**config.mk**
```make
export PLATFORM = sky130hd
export DESIGN_NAME = i2c_slave_rx
export DESIGN_NICKNAME = d
export VERILOG_FILES = /design/src/rtl/i2c_pkg.sv /design/src/rtl/i2c_line_sync.sv /design/src/rtl/i2c_slave_rx.sv
export SDC_FILE = /design/constraint.sdc
export NUM_CORES = 1
export LEC_CHECK = 0
export BUFFER_PORTS_ARGS = -buffer_cell sky130_fd_sc_hd__buf_2
export CORE_ASPECT_RATIO = 0.8
export CORE_MARGIN = 2
export CORE_UTILIZATION = 35
export CTS_CLUSTER_SIZE = 24
export DETAILED_ROUTE_END_ITERATION = 8
export SYNTH_ARGS = -nofsm -noshare
export SYNTH_HDL_FRONTEND = slang
export SYNTH_HIERARCHICAL = 1
export SYNTH_SLANG_ARGS = --single-unit
```
**constraint.sdc**
```tcl
create_clock -name clk -period 5.2 [get_ports clk]
set_input_delay 0.26 -clock clk [delete_from_list [all_inputs] [get_ports clk]]
set_output_delay 0.26 -clock clk [all_outputs]
set_load 0.02 [all_outputs]
```
**src/rtl/i2c_pkg.sv**
```systemverilog
// ============================================================================
// i2c_pkg : shared state encoding and bus constants for the I2C target
// Rev 1.0 : initial release
// ============================================================================
`default_nettype none
`timescale 1ns/1ps

package i2c_pkg;

    typedef enum logic [2:0] {
        IDLE     = 3'd0,
        ADDR     = 3'd1,
        ADDR_ACK = 3'd2,
        WR_DATA  = 3'd3,
        WR_ACK   = 3'd4,
        RD_DATA  = 3'd5,
        RD_ACK   = 3'd6,
        IGNORE   = 3'd7
    } state_t;

    localparam logic I2C_ACK     = 1'b0;
    localparam logic I2C_NACK    = 1'b1;
    localparam logic I2C_RW_READ = 1'b1;

endpackage

`default_nettype wire

```
**src/rtl/i2c_line_sync.sv**
```systemverilog
// ============================================================================
// i2c_line_sync : SCL/SDA synchroniser with edge, START and STOP strobes
// Rev 1.0 : initial release
// ============================================================================
`default_nettype none
`timescale 1ns/1ps

module i2c_line_sync #(
    parameter int SYNC_STAGES = 2
) (
    input  logic clk,
    input  logic rst_n,
    input  logic scl_in,
    input  logic sda_in,
    output logic scl_rise,
    output logic scl_fall,
    output logic start,
    output logic stop,
    output logic sda
);

    logic [SYNC_STAGES-1:0] r_scl_sync;
    logic [SYNC_STAGES-1:0] r_sda_sync;
    logic                   r_scl_prev;
    logic                   r_sda_prev;
    logic                   w_scl;
    logic                   w_sda;

    // Flops reset high so a reset never fabricates an edge on an idle bus.
    always_ff @(posedge clk or negedge rst_n) begin
        if (!rst_n) begin
            r_scl_sync <= '1;
            r_sda_sync <= '1;
            r_scl_prev <= 1'b1;
            r_sda_prev <= 1'b1;
        end else begin
            r_scl_sync <= {r_scl_sync[SYNC_STAGES-2:0], scl_in};
            r_sda_sync <= {r_sda_sync[SYNC_STAGES-2:0], sda_in};
            r_scl_prev <= w_scl;
            r_sda_prev <= w_sda;
        end
    end

    assign w_scl    = r_scl_sync[SYNC_STAGES-1];
    assign w_sda    = r_sda_sync[SYNC_STAGES-1];
    assign scl_rise = w_scl & ~r_scl_prev;
    assign scl_fall = ~w_scl & r_scl_prev;
    assign start    = w_scl & r_scl_prev & ~w_sda & r_sda_prev;
    assign stop     = w_scl & r_scl_prev & w_sda & ~r_sda_prev;
    assign sda      = w_sda;

endmodule

`default_nettype wire

```
**src/rtl/i2c_slave_rx.sv**
```systemverilog
// ============================================================================
// i2c_slave_rx : 7-bit addressed I2C target with byte write/read interface
// Rev 1.0 : initial release
// ============================================================================
`default_nettype none
`timescale 1ns/1ps

module i2c_slave_rx
    import i2c_pkg::*;
#(
    parameter logic [6:0] SLAVE_ADDR  = 7'h50,
    parameter int         SYNC_STAGES = 2
) (
    input  logic       clk,
    input  logic       rst_n,
    input  logic       scl_in,
    input  logic       sda_in,
    output logic       sda_oe,
    output logic [7:0] rx_data,
    output logic       rx_valid,
    input  logic [7:0] tx_data,
    output logic       tx_req,
    output logic       busy,
    output logic       addr_hit,
    output logic       rw
);

    logic w_scl_rise, w_scl_fall, w_start, w_stop, w_sda;

    i2c_line_sync #(.SYNC_STAGES(SYNC_STAGES)) u_line_sync (
        .clk      (clk),
        .rst_n    (rst_n),
        .scl_in   (scl_in),
        .sda_in   (sda_in),
        .scl_rise (w_scl_rise),
        .scl_fall (w_scl_fall),
        .start    (w_start),
        .stop     (w_stop),
        .sda      (w_sda)
    );

    state_t     r_state,     w_state;
    logic [2:0] r_cnt,       w_cnt;
    logic [6:0] r_shift,     w_shift;
    logic [7:0] r_tx_shift,  w_tx_shift;
    logic [7:0] r_rx_data,   w_rx_data;
    logic       r_byte_done, w_byte_done;
    logic       r_match,     w_match;
    logic       r_sda_oe,    w_sda_oe;
    logic       r_rx_valid,  w_rx_valid;
    logic       r_tx_req,    w_tx_req;
    logic       r_busy,      w_busy;
    logic       r_addr_hit,  w_addr_hit;
    logic       r_rw,        w_rw;
    logic [7:0] w_shift_in;

    always_ff @(posedge clk or negedge rst_n) begin
        if (!rst_n) begin
            r_state     <= IDLE;
            r_cnt       <= 3'd0;
            r_shift     <= 7'd0;
            r_tx_shift  <= 8'd0;
            r_rx_data   <= 8'd0;
            r_byte_done <= 1'b0;
            r_match     <= 1'b0;
            r_sda_oe    <= 1'b0;
            r_rx_valid  <= 1'b0;
            r_tx_req    <= 1'b0;
            r_busy      <= 1'b0;
            r_addr_hit  <= 1'b0;
            r_rw        <= 1'b0;
        end else begin
            r_state     <= w_state;
            r_cnt       <= w_cnt;
            r_shift     <= w_shift;
            r_tx_shift  <= w_tx_shift;
            r_rx_data   <= w_rx_data;
            r_byte_done <= w_byte_done;
            r_match     <= w_match;
            r_sda_oe    <= w_sda_oe;
            r_rx_valid  <= w_rx_valid;
            r_tx_req    <= w_tx_req;
            r_busy      <= w_busy;
            r_addr_hit  <= w_addr_hit;
            r_rw        <= w_rw;
        end
    end

    assign w_shift_in = {r_shift, w_sda};

    always_comb begin
        w_state     = r_state;
        w_cnt       = r_cnt;
        w_shift     = r_shift;
        w_tx_shift  = r_tx_shift;
        w_rx_data   = r_rx_data;
        w_byte_done = r_byte_done;
        w_match     = r_match;
        w_sda_oe    = r_sda_oe;
        w_rx_valid  = 1'b0;
        w_tx_req    = 1'b0;
        w_busy      = r_busy;
        w_addr_hit  = 1'b0;
        w_rw        = r_rw;

        if (w_start) begin
            w_state     = ADDR;
            w_cnt       = 3'd0;
            w_sda_oe    = 1'b0;
            w_busy      = 1'b0;
            w_byte_done = 1'b0;
        end else if (w_stop) begin
            w_state     = IDLE;
            w_sda_oe    = 1'b0;
            w_busy      = 1'b0;
            w_byte_done = 1'b0;
        end else begin
            unique case (r_state)
                ADDR: begin
                    if (w_scl_rise) begin
                        w_shift = w_shift_in[6:0];
                        w_cnt   = r_cnt + 3'd1;
                        if (r_cnt == 3'd7) begin
                            w_byte_done = 1'b1;
                            w_match     = (w_shift_in[7:1] == SLAVE_ADDR);
                            if (w_shift_in[7:1] == SLAVE_ADDR) begin
                                w_rw       = w_shift_in[0];
                                w_addr_hit = 1'b1;
                                w_busy     = 1'b1;
                            end
                        end
                    end else if (w_scl_fall && r_byte_done) begin
                        w_byte_done = 1'b0;
                        w_state     = r_match ? ADDR_ACK : IGNORE;
                        w_sda_oe    = r_match;
                    end
                end
                ADDR_ACK: begin
                    if (w_scl_rise && r_rw == I2C_RW_READ) begin
                        w_tx_req = 1'b1;
                    end else if (w_scl_fall) begin
                        w_cnt = 3'd0;
                        if (r_rw == I2C_RW_READ) begin
                            w_tx_shift = tx_data;
                            w_sda_oe   = ~tx_data[7];
                            w_state    = RD_DATA;
                        end else begin
                            w_sda_oe = 1'b0;
                            w_state  = WR_DATA;
                        end
                    end
                end
                WR_DATA: begin
                    if (w_scl_rise) begin
                        w_shift = w_shift_in[6:0];
                        w_cnt   = r_cnt + 3'd1;
                        if (r_cnt == 3'd7) begin
                            w_rx_data   = w_shift_in;
                            w_rx_valid  = 1'b1;
                            w_byte_done = 1'b1;
                        end
                    end else if (w_scl_fall && r_byte_done) begin
                        w_byte_done = 1'b0;
                        w_sda_oe    = 1'b1;
                        w_state     = WR_ACK;
                    end
                end
                WR_ACK: begin
                    if (w_scl_fall) begin
                        w_sda_oe = 1'b0;
                        w_cnt    = 3'd0;
                        w_state  = WR_DATA;
                    end
                end
                // r_cnt counts bits already clocked out, so ~r_cnt indexes the next one.
                RD_DATA: begin
                    if (w_scl_rise) begin
                        w_cnt = r_cnt + 3'd1;
                        if (r_cnt == 3'd7) begin
                            w_byte_done = 1'b1;
                        end
                    end else if (w_scl_fall) begin
                        if (r_byte_done) begin
                            w_byte_done = 1'b0;
                            w_sda_oe    = 1'b0;
                            w_state     = RD_ACK;
                        end else begin
                            w_sda_oe = ~r_tx_shift[~r_cnt];
                        end
                    end
                end
                RD_ACK: begin
                    if (w_scl_rise) begin
                        if (w_sda == I2C_ACK) begin
                            w_tx_req = 1'b1;
                        end else begin
                            w_busy  = 1'b0;
                            w_state = IGNORE;
                        end
                    end else if (w_scl_fall) begin
                        w_tx_shift = tx_data;
                        w_sda_oe   = ~tx_data[7];
                        w_cnt      = 3'd0;
                        w_state    = RD_DATA;
                    end
                end
                IGNORE: begin
                    w_sda_oe = 1'b0;
                end
                default: begin
                    w_state = r_state;
                end
            endcase
        end
    end

    assign sda_oe   = r_sda_oe;
    assign rx_data  = r_rx_data;
    assign rx_valid = r_rx_valid;
    assign tx_req   = r_tx_req;
    assign busy     = r_busy;
    assign addr_hit = r_addr_hit;
    assign rw       = r_rw;

endmodule

`default_nettype wire

```
==> flow_summary.json <==
{
  "synth_fp_nets": 193,
  "wirelength_um": 4140,
  "setup_viol": 0,
  "cts_tree": "done",
  "power_frac_comb_pct": 28.4,
  "hp-class": "in2reg",
  "power_w": 0.00111,
  "fin_util_pct": 40.8,
  "root_buffer": "clkbuf_8",
  "routed-via-count": 1472,
  "syn_to_final_growth_pct": 11.4,
  "power_density_mw_per_mm2": 455,
  "layout-drive-gt1-share_pct": 37.7,
  "clkSinkCount": 43,
  "initial_core_util_pct": 36.6,
  "htreeDepth": 2,
  "n_antenna_cell": 0,
  "maxCapViolCount": 0,
  "clock_latency_ns": 0.29,
  "cts-resized-gates": 0,
  "crit_path_end_kind": "register",
  "cp_cell_sequence": "nor2b_1 > and2_1 > nor3b_4 > and3_4 > mux2_4",
  "required_ns": 5.37,
  "fin_setup_tns_ns": 0,
  "start_kind": "register",
  "critPathLaunch": "u_line_sync/r_scl_sync[1]",
  "final_area_mm2": 0.00244,
  "drtIter0Drc": 86,
  "synthFlopType": "dfrtp_1",
  "p_leak_nw": 1.12,
  "postCtsHoldBufs": 0,
  "antenna_left": 0,
  "syn_inst": 179,
  "crit_type": "reg2reg",
  "cts_setup_buffers": 0,
  "drc": 0,
  "max_freq_mhz": 349,
  "syn-cell-area_mm2": 0.00219,
  "p_int_w": 0.000735,
  "cp_slowest_cell": "nor2b_1",
  "synth.avg_cell_area_um2": 12.2,
  "r2r_end": "rx_data[0]",
  "r2r-start": "u_line_sync/r_scl_sync[1]",
  "grtUsageMet1_pct": 19.4,
  "yosys.cell_types.count": 55,
  "critical-path-max-stage-delay_ns": 0.74,
  "portBuffers": 25,
  "worst_pin_slew_ns": 0.922,
  "rrSetupSlack_ns": 2.33,
  "slew-limit-headroom_pct": 38.4,
  "power_switching_w": 0.000375,
  "nFillCells": 567,
  "fin_skew_ns": 0.00895,
  "worst-path-buf-inv": 0,
  "min-delay-start": "scl_in",
  "synthArstFlopShare_pct": 100,
  "worstPathMaxFanout": 13,
  "grt_pass1_wl_um": 6940,
  "dieArea_mm2": 0.00690,
  "grt_usage_pct": 13.1,
  "period_needed_ns": 2.87,
  "drtPass1Iterations": 4,
  "use_met2_pct": 18.1,
  "gp_congestion": 0.805,
  "cts_made_buffers": 5,
  "post-route-period-util_pct": 55.1,
  "wl_per_cell_um": 14.8,
  "hold_depth": 1,
  "top_usage_layer": "met1",
  "reg2reg_depth": 5,
  "die_h_um": 74.7,
  "synth-seq-cells": 43,
  "cts_buffer_depth": 2,
  "dp_hpwl_um": 2860,
  "rsz0062_at_grt": "false",
  "core_mm2": 0.00597,
  "fin_nets": 212,
  "run_status": "finished clean",
  "first_global_vias": 1361,
  "dpl-instance-area_mm2": 0.00232,
  "final_common_cell": "dfrtp_1",
  "grt_max_degree": 44,
  "max-vdd-ir-drop_uv": 164,
  "multiInputGateArea_mm2": 0.00100,
  "hold_violations": 0,
  "final_max_slew_viol_count": 0,
  "vias_per_cell": 5.26,
  "ys_warn_count": 6,
  "synth_edf_count": 0,
  "ys_seq_area_share_pct": 49.5,
  "grt_overflow_total": 0,
  "switching_share_pct": 33.7,
  "path_clk_slew_ns": 0.07,
  "fp.dieW_um": 92.4,
  "crit_arrival_ns": 3.04,
  "core.rowCount": 25,
  "min_to": "u_line_sync/r_scl_sync[0]",
  "antenna_found_initial": 0,
  "p_clk_share_pct": 24.0,
  "crit_family": "simple AND/OR/NAND/NOR gates",
  "met3_usage_pct": 4.90,
  "regArea_mm2": 0.00108,
  "pwr-share-seq_pct": 47.6,
  "hold_ws_ns": 0.0668,
  "io_pins": 26,
  "final_cell_mix": "dfrtp_1, buf_2, mux2_2"
}
[layout make-up]
cell class / count / share of cell area, %
flip-flops and latches: 43 / 44.4
clock inverters: 2 / 1.44
clock buffers: 6 / 3.39
repair buffers: 25 / 5.13
multi-input cells: 121 / 41.1
well taps: 81 / 4.16
inverters: 2 / 0.308
[cells in the mapped netlist (3+ instances only)]
library cell  number  share of area [%]
dfrtp_1           37                 42
mux2_2            18                9.3
a21oi_1            8                1.8
mux2_4             8                5.5
nor2b_1            7                2.0
dfstp_2            6                7.2
nand3_1            6                1.4
nor2_1             6                1.0
clkbuf_1           5               0.86
nand2_1            5               0.86
o21ai_0            4               0.91
o31ai_1            4                1.4
a31oi_1            3               0.86
and3_1             3               0.86
buf_6              3                1.5
nor3_1             3               0.69
o21a_1             3                1.0
or4_2              3                1.2
[cells by family after synthesis]
kind of cell / after synthesis / share of synthesized area (%)
buf+inv: 15 / 4.63
compound gates: 38 / 12.1
simple gates: 52 / 15.3
mux: 29 / 17.3
flops: 43 / 49.5
fa+ha+maj: 2 / 1.14
[through the flow]
step,instances,setup slack (ns)
floorplan,179,2.94
global placement,272,2.36
detailed placement,272,2.38
CTS,280,2.39
global route,280,2.16
finish,280,2.33
[power by group through the flow]
stage | clock network [W] | logic, W | registers (W)
2_1_floorplan | 0 | 0.000323 | 0.000458
3_3_place_gp | 0 | 0.000314 | 0.000533
3_5_place_dp | 0 | 0.000313 | 0.000534
4_1_cts | 0.000273 | 0.000316 | 0.000527
5_1_grt | 0.000293 | 0.000351 | 0.000545
6_report | 0.000266 | 0.000315 | 0.000528
[per-layer routing]
layer / up-vias / share of wire (%)
li1: 707 / -
met1: 717 / 51
met2: 44 / 42
met3: 4 / 5.7
met4: 0 / 0.82
met5: - / 0
[worst max-delay path by stage]
stage                 end  slack [ns]  cells after the start
2_1_floorplan  rx_data[0]        2.94                      8
3_3_place_gp   rx_data[6]        2.36                      5
3_5_place_dp   rx_data[4]        2.38                      5
4_1_cts        rx_data[0]        2.39                      5
5_1_grt        rx_data[7]        2.16                      5
6_report       rx_data[0]        2.33                      5
[state kept, by name (all words and copies together) (netlist names), 2 cells and up]
| name | flops |
|---|---|
| r_cnt | 3 |
| r_shift | 7 |
| r_state | 3 |
| r_tx_shift | 8 |
| rx_data | 8 |
| u_line_sync/r_scl_sync | 2 |
| u_line_sync/r_sda_sync | 2 |
No activity file was read; power rests on OpenSTA's default activity.
